<file path="src/rtl/regfile_wb_arbiter_pkg.sv">
`default_nettype none
// ============================================================================
// Module      : regfile_wb_arbiter_pkg
// Description : Shared defaults and writeback-source encodings for the
//               register-file writeback arbiter and its holding slots.
// Contents    : DEFAULT_DW / DEFAULT_AW  - default data and address widths
//               SRC_ALU / SRC_MEM        - grant_src encodings
//               wb_src_e                 - enumerated view of the source
// Revision    : 1.0 - initial release
// ============================================================================
package regfile_wb_arbiter_pkg;

    localparam int DEFAULT_DW = 32;
    localparam int DEFAULT_AW = 5;

    // grant_src encodings; also used as the index of the requester.
    localparam logic SRC_ALU = 1'b0;
    localparam logic SRC_MEM = 1'b1;

    typedef enum logic {
        WB_SRC_ALU = 1'b0,
        WB_SRC_MEM = 1'b1
    } wb_src_e;

endpackage : regfile_wb_arbiter_pkg
`default_nettype wire

</file>
<file path="src/rtl/regfile_wb_arbiter_wb_slot.sv">
`default_nettype none
// ============================================================================
// Module      : wb_slot
// Description : One-entry writeback holding slot. Accepts a request when
//               valid && ready at a rising edge; empties when granted. A slot
//               granted and refilled at the same edge holds the new request.
// Ports       : clk, rst            - clock, synchronous active-high reset
//               valid / ready       - request handshake (ready ignores valid)
//               reqReg / reqData    - incoming destination register / data
//               grant               - arbiter retires the held entry this edge
//               full                - slot holds an unretired entry
//               slotReg / slotData  - held destination register / data
// Revision    : 1.0 - initial release
// ============================================================================
module wb_slot
    import regfile_wb_arbiter_pkg::*;
#(
    parameter int DW = DEFAULT_DW,
    parameter int AW = DEFAULT_AW
) (
    input  logic          clk,
    input  logic          rst,
    input  logic          valid,
    output logic          ready,
    input  logic [AW-1:0] reqReg,
    input  logic [DW-1:0] reqData,
    input  logic          grant,
    output logic          full,
    output logic [AW-1:0] slotReg,
    output logic [DW-1:0] slotData
);

    logic          r_full;
    logic [AW-1:0] r_reg;
    logic [DW-1:0] r_data;
    logic          w_accept;

    // A grant frees the slot at this edge, so a new request can land in the
    // same cycle without a bubble.
    assign ready    = !r_full || grant;
    assign w_accept = valid && ready;

    always_ff @(posedge clk) begin
        if (rst) begin
            r_full <= 1'b0;
            r_reg  <= '0;
            r_data <= '0;
        end else if (w_accept) begin
            r_full <= 1'b1;
            r_reg  <= reqReg;
            r_data <= reqData;
        end else if (grant) begin
            r_full <= 1'b0;
        end
    end

    assign full     = r_full;
    assign slotReg  = r_reg;
    assign slotData = r_data;

endmodule : wb_slot
`default_nettype wire

</file>
<file path="src/rtl/regfile_wb_arbiter.sv">
`default_nettype none
// ============================================================================
// Module      : regfile_wb_arbiter
// Description : Arbitrates ALU and load-path writebacks onto the single
//               register-file write port. Each source owns a one-entry slot;
//               one full slot is granted per cycle (round-robin when both are
//               full) into a registered output stage. Also reports whether a
//               decode read address has an unretired write in flight.
// Ports       : clk, rst                        - clock, sync active-high reset
//               alu_valid/ready/reg/data        - ALU writeback request
//               mem_valid/ready/reg/data        - load writeback request
//               RegWrite/WriteRegister/WriteData- registered RF write port
//               grant_src                       - 0 = ALU, 1 = MEM
//               rd1_addr/rd2_addr               - decode read addresses
//               rd1_pending/rd2_pending         - unretired write to address
// Revision    : 1.0 - initial release
// ============================================================================
module regfile_wb_arbiter
    import regfile_wb_arbiter_pkg::*;
#(
    parameter int DW = DEFAULT_DW,
    parameter int AW = DEFAULT_AW
) (
    input  logic          clk,
    input  logic          rst,
    input  logic          alu_valid,
    output logic          alu_ready,
    input  logic [AW-1:0] alu_reg,
    input  logic [DW-1:0] alu_data,
    input  logic          mem_valid,
    output logic          mem_ready,
    input  logic [AW-1:0] mem_reg,
    input  logic [DW-1:0] mem_data,
    output logic          RegWrite,
    output logic [AW-1:0] WriteRegister,
    output logic [DW-1:0] WriteData,
    output logic          grant_src,
    input  logic [AW-1:0] rd1_addr,
    input  logic [AW-1:0] rd2_addr,
    output logic          rd1_pending,
    output logic          rd2_pending
);

    logic          w_aluFull;
    logic [AW-1:0] w_aluSlotReg;
    logic [DW-1:0] w_aluSlotData;
    logic          w_memFull;
    logic [AW-1:0] w_memSlotReg;
    logic [DW-1:0] w_memSlotData;

    logic          w_grantAlu;
    logic          w_grantMem;
    logic          w_anyGrant;
    logic          w_contend;
    logic [AW-1:0] w_grantReg;
    logic [DW-1:0] w_grantData;

    // Round-robin pointer: names the side that wins the next contention.
    logic          r_rr;
    logic          r_regWrite;
    logic [AW-1:0] r_writeRegister;
    logic [DW-1:0] r_writeData;
    logic          r_grantSrc;

    // ------------------------------------------------------------------
    // Holding slots
    // ------------------------------------------------------------------
    wb_slot #(
        .DW (DW),
        .AW (AW)
    ) u_aluSlot (
        .clk      (clk),
        .rst      (rst),
        .valid    (alu_valid),
        .ready    (alu_ready),
        .reqReg   (alu_reg),
        .reqData  (alu_data),
        .grant    (w_grantAlu),
        .full     (w_aluFull),
        .slotReg  (w_aluSlotReg),
        .slotData (w_aluSlotData)
    );

    wb_slot #(
        .DW (DW),
        .AW (AW)
    ) u_memSlot (
        .clk      (clk),
        .rst      (rst),
        .valid    (mem_valid),
        .ready    (mem_ready),
        .reqReg   (mem_reg),
        .reqData  (mem_data),
        .grant    (w_grantMem),
        .full     (w_memFull),
        .slotReg  (w_memSlotReg),
        .slotData (w_memSlotData)
    );

    // ------------------------------------------------------------------
    // Arbitration: a lone full slot always wins; on contention rr decides.
    // Grants depend only on slot state, so ready never depends on valid.
    // ------------------------------------------------------------------
    always_comb begin
        w_contend   = w_aluFull && w_memFull;
        w_grantAlu  = w_aluFull && (!w_memFull || (r_rr == SRC_ALU));
        w_grantMem  = w_memFull && (!w_aluFull || (r_rr == SRC_MEM));
        w_anyGrant  = w_grantAlu || w_grantMem;
        w_grantReg  = w_aluSlotReg;
        w_grantData = w_aluSlotData;
        if (w_grantMem) begin
            w_grantReg  = w_memSlotReg;
            w_grantData = w_memSlotData;
        end
    end

    // ------------------------------------------------------------------
    // Round-robin pointer and registered write port.
    // Writes to register 0 retire normally but never raise RegWrite.
    // Address/data/source hold their last grant while idle.
    // ------------------------------------------------------------------
    always_ff @(posedge clk) begin
        if (rst) begin
            r_rr            <= SRC_ALU;
            r_regWrite      <= 1'b0;
            r_writeRegister <= '0;
            r_writeData     <= '0;
            r_grantSrc      <= SRC_ALU;
        end else begin
            if (w_contend) begin
                r_rr <= ~r_rr;
            end
            r_regWrite <= w_anyGrant && (w_grantReg != '0);
            if (w_anyGrant) begin
                r_writeRegister <= w_grantReg;
                r_writeData     <= w_grantData;
                r_grantSrc      <= w_grantMem ? SRC_MEM : SRC_ALU;
            end
        end
    end

    assign RegWrite      = r_regWrite;
    assign WriteRegister = r_writeRegister;
    assign WriteData     = r_writeData;
    assign grant_src     = r_grantSrc;

    // ------------------------------------------------------------------
    // Pending-write detection for decode. The output stage only counts
    // while RegWrite is high: an idle stage keeps a stale address.
    // ------------------------------------------------------------------
    always_comb begin
        rd1_pending = (rd1_addr != '0) &&
                      ((w_aluFull && (w_aluSlotReg == rd1_addr)) ||
                       (w_memFull && (w_memSlotReg == rd1_addr)) ||
                       (r_regWrite && (r_writeRegister == rd1_addr)));
        rd2_pending = (rd2_addr != '0) &&
                      ((w_aluFull && (w_aluSlotReg == rd2_addr)) ||
                       (w_memFull && (w_memSlotReg == rd2_addr)) ||
                       (r_regWrite && (r_writeRegister == rd2_addr)));
    end

endmodule : regfile_wb_arbiter
`default_nettype wire
</file>
<file path="config.mk">
export PLATFORM = sky130hd
export DESIGN_NAME = regfile_wb_arbiter
export DESIGN_NICKNAME = d
export VERILOG_FILES = /design/src/rtl/regfile_wb_arbiter_pkg.sv /design/src/rtl/regfile_wb_arbiter_wb_slot.sv /design/src/rtl/regfile_wb_arbiter.sv
export SDC_FILE = /design/constraint.sdc
export NUM_CORES = 1
export LEC_CHECK = 0
export BUFFER_PORTS_ARGS = -buffer_cell sky130_fd_sc_hd__buf_2
export CAP_MARGIN = 40
export CORE_MARGIN = 2
export CORE_UTILIZATION = 47
export DETAILED_ROUTE_END_ITERATION = 6
export GPL_TIMING_DRIVEN = 0
export PLACE_DENSITY = 0.76
export SYNTH_ARGS = -nofsm -noshare
export SYNTH_HDL_FRONTEND = slang
export SYNTH_SLANG_ARGS = --single-unit
</file>
<file path="constraint.sdc">
create_clock -name clk -period 1.3 [get_ports clk]
set_clock_uncertainty 0.15 [all_clocks]
set_input_delay 0.13 -clock clk [delete_from_list [all_inputs] [get_ports clk]]
set_output_delay 0.13 -clock clk [all_outputs]
set_load 0.03 [all_outputs]
</file>
==> reports/qor.yml <==
cp_max_fo: 5
gp_congestion: 0.8794
fin_cells: 983
yosysMostFrequentCell: "nand2_1"
synth_edf_count: 0
worst_hold_path_type: "in2reg"
cts_tree: "built"
antenna_found_initial: 0
wl_per_cell_um: 23.19
die_y_um: 104.2
syn_inst: 557
power_density_mw_per_mm2: 1228
track_usage: 0.3495
final_util: 0.9072
ctsHtreeMaxLevel: 4
synth_top_area_cell: "dfxtp_1"
finalSetupViolCount: 137
post-route-period-util: 1.671
synth_fp_nets: 645
grt_max_degree: 17
fin_ws_ps: -872.1
hold_ws_ps: 154.5
grt_pass1_wl_um: 29400
drc_errors: 0
total_power_mw: 10.89
drt_pass1_iterations: 5
grt_pass1_vias: 5710
coreArea_sq_mm: 0.009774
via_count: 5775
yosysWarnings: 0
fin_tns_setup_ps: -41900
placed_area_sq_mm: 0.005605
rows: 36
insertion_delay_ps: 540
p_leak_nw: 3.872
io_pins: 131
critical_path_class: "reg2out"
cts_buffer_depth: 2
synthArstFlopShare: 0
drive_gt1_frac: 0.5588
yosysSeqAreaShare: 0.4923
final_nets: 925
synth_cell_types: 29
final_cell_area_sq_mm: 0.008867
cp.required_ps: 1020
maxCapViolations: 0
syn_avg_cell_area_sq_um: 8.469
clock-root-buffer: "clkbuf_8"
placedCellCount: 819
die_width_um: 104.2
dieArea_sq_mm: 0.01085
synth_area_sq_mm: 0.004717
outcome: "finished with violations"
rsz0062_at_grt: "yes"
violations: "negative setup slack"
drtIter0Drc: 474
slew_headroom: 0.4751
worst_pin_slew_ps: 787.4
cts.sinks: 116
max_freq_mhz: 460.4
finalCriticalPeriod_ps: 2172
synth_top_area_frac: 0.4923
dp_hpwl_um: 8923
drtAntennaViolNets: 0
hold_viol: 0
ys.flop_type: "dfxtp_1"
clk_pin_slew_ps: 60
viasPerCell: 5.875
worstPathArrival_ps: 1890
peakVddDrop_v: 0.001059
synth_area_leaders: "dfxtp_1 (49%), nand2_1 (15%), a21oi_1 (8.5%), mux2i_1 (7.9%), xor2_1 (4.6%)"
initial_core_util: 0.4826
fill_cells: 352
port_buffers: 129
slew_violations: 0
critPathCaptureType: "output port"
grt_overflow: 0
synthTopCellsByCount: "nand2_1 (188), dfxtp_1 (116), a21oi_1 (80), mux2i_1 (37), o21ai_1 (37)"
cts_buffers: 17
place_ws_ps: -314.7
synth_seq_cells: 116
synthToLayoutAreaGrowth_pct: 87.98
startpoint_type: "register"
totalWireLength_um: 22800
n_antenna_cell: 0
## worst paths after layout
kind | cells after the start | slack, ps | end | startpoint
worst max-delay path | 5 | -870 | rd2_pending | u_aluSlot.slotReg[3]
worst min-delay path | 6 | 150 | WriteRegister[2] | rst
worst max register to register | 8 | -440 | u_aluSlot.slotData[23] | u_aluSlot.full
worst min register to register | 2 | 310 | u_memSlot.slotData[19] | u_memSlot.slotData[19]
## timing repair
item / CTS / global route
resized for setup: 268 / 160
hold buffers: 76 / 0
setup buffers: 26 / 23
pin swaps: 39 / 21
hold endpoints to repair: 76 / 0
setup endpoints to repair: 145 / 150
cloned: 14 / 3
## state kept, by name, summed over array words and instances, names as in the netlist
| signal | flops |
|---|---|
| WriteRegister | 5 |
| u_memSlot.slotData | 32 |
| u_aluSlot.slotData | 32 |
| u_aluSlot.slotReg | 5 |
| RegWrite | 1 |
| u_aluSlot.full | 1 |
| u_memSlot.slotReg | 5 |
| r_rr | 1 |
| WriteData | 32 |
| grant_src | 1 |
| u_memSlot.full | 1 |
## placed cells by master (no fill, tap or decap), types with 25 or more instances in the layout
master	instances
buf_2	87
dfxtp_1	65
a21oi_2	52
dfxtp_2	39
dlygate4sd3_1	76
buf_6	74
xor2_1	25
nand2_2	67
nand2_1	101
a21oi_1	26
## critical path, cell delays in order, from the launching register on
cell	delay (ps)
dfxtp_2	370
xor2_1	180
nor4_1	330
nand3_1	160
a21oi_2	170
buf_6	140
## kinds of logic (layout without fill, tap and decap cells)
family                 Yosys count  count (layout)  synth area share
AND/OR/NAND/NOR                213             215            0.1862
AO/OA/AOI/OAI                  122             122            0.1361
flip-flops                     116             116            0.4923
buffers and inverters           39             330           0.05120
multiplexers                    37              37           0.07852
XOR/XNOR                        30              30           0.05570
## power breakdown
part | internal [mW] | switching, mW | leakage (nW)
sequential | 3.75 | 0.212 | 0.978
combinational | 0.977 | 1.02 | 2.59
clock | 3.17 | 1.75 | 0.307
total | 7.90 | 2.99 | 3.87
## area by class of cell
| cell class | instances | area (sq um) | share of cell area |
|---|---|---|---|
| Sequential cell | 116 | 2416 | 0.2725 |
| Multi-Input combinational cell | 404 | 2942 | 0.3317 |
| Clock inverter | 9 | 121.4 | 0.01369 |
| Buffer | 33 | 362.8 | 0.04092 |
| Clock buffer | 23 | 488.0 | 0.05503 |
| Timing Repair Buffer | 262 | 2355 | 0.2656 |
| Inverter | 3 | 16.27 | 0.001834 |
| Tap cell | 133 | 166.4 | 0.01877 |
## metal layers
layer | global-route usage | up-vias | part of all wire
met4 | 0.2133 | 0 | 0.067
met2 | 0.5987 | 471 | 0.48
li1 | - | 2428 | -
met5 | 0 | - | 0
met3 | 0.08396 | 155 | 0.090
met1 | 0.3922 | 2721 | 0.36
(Power assumes the default switching activity.)
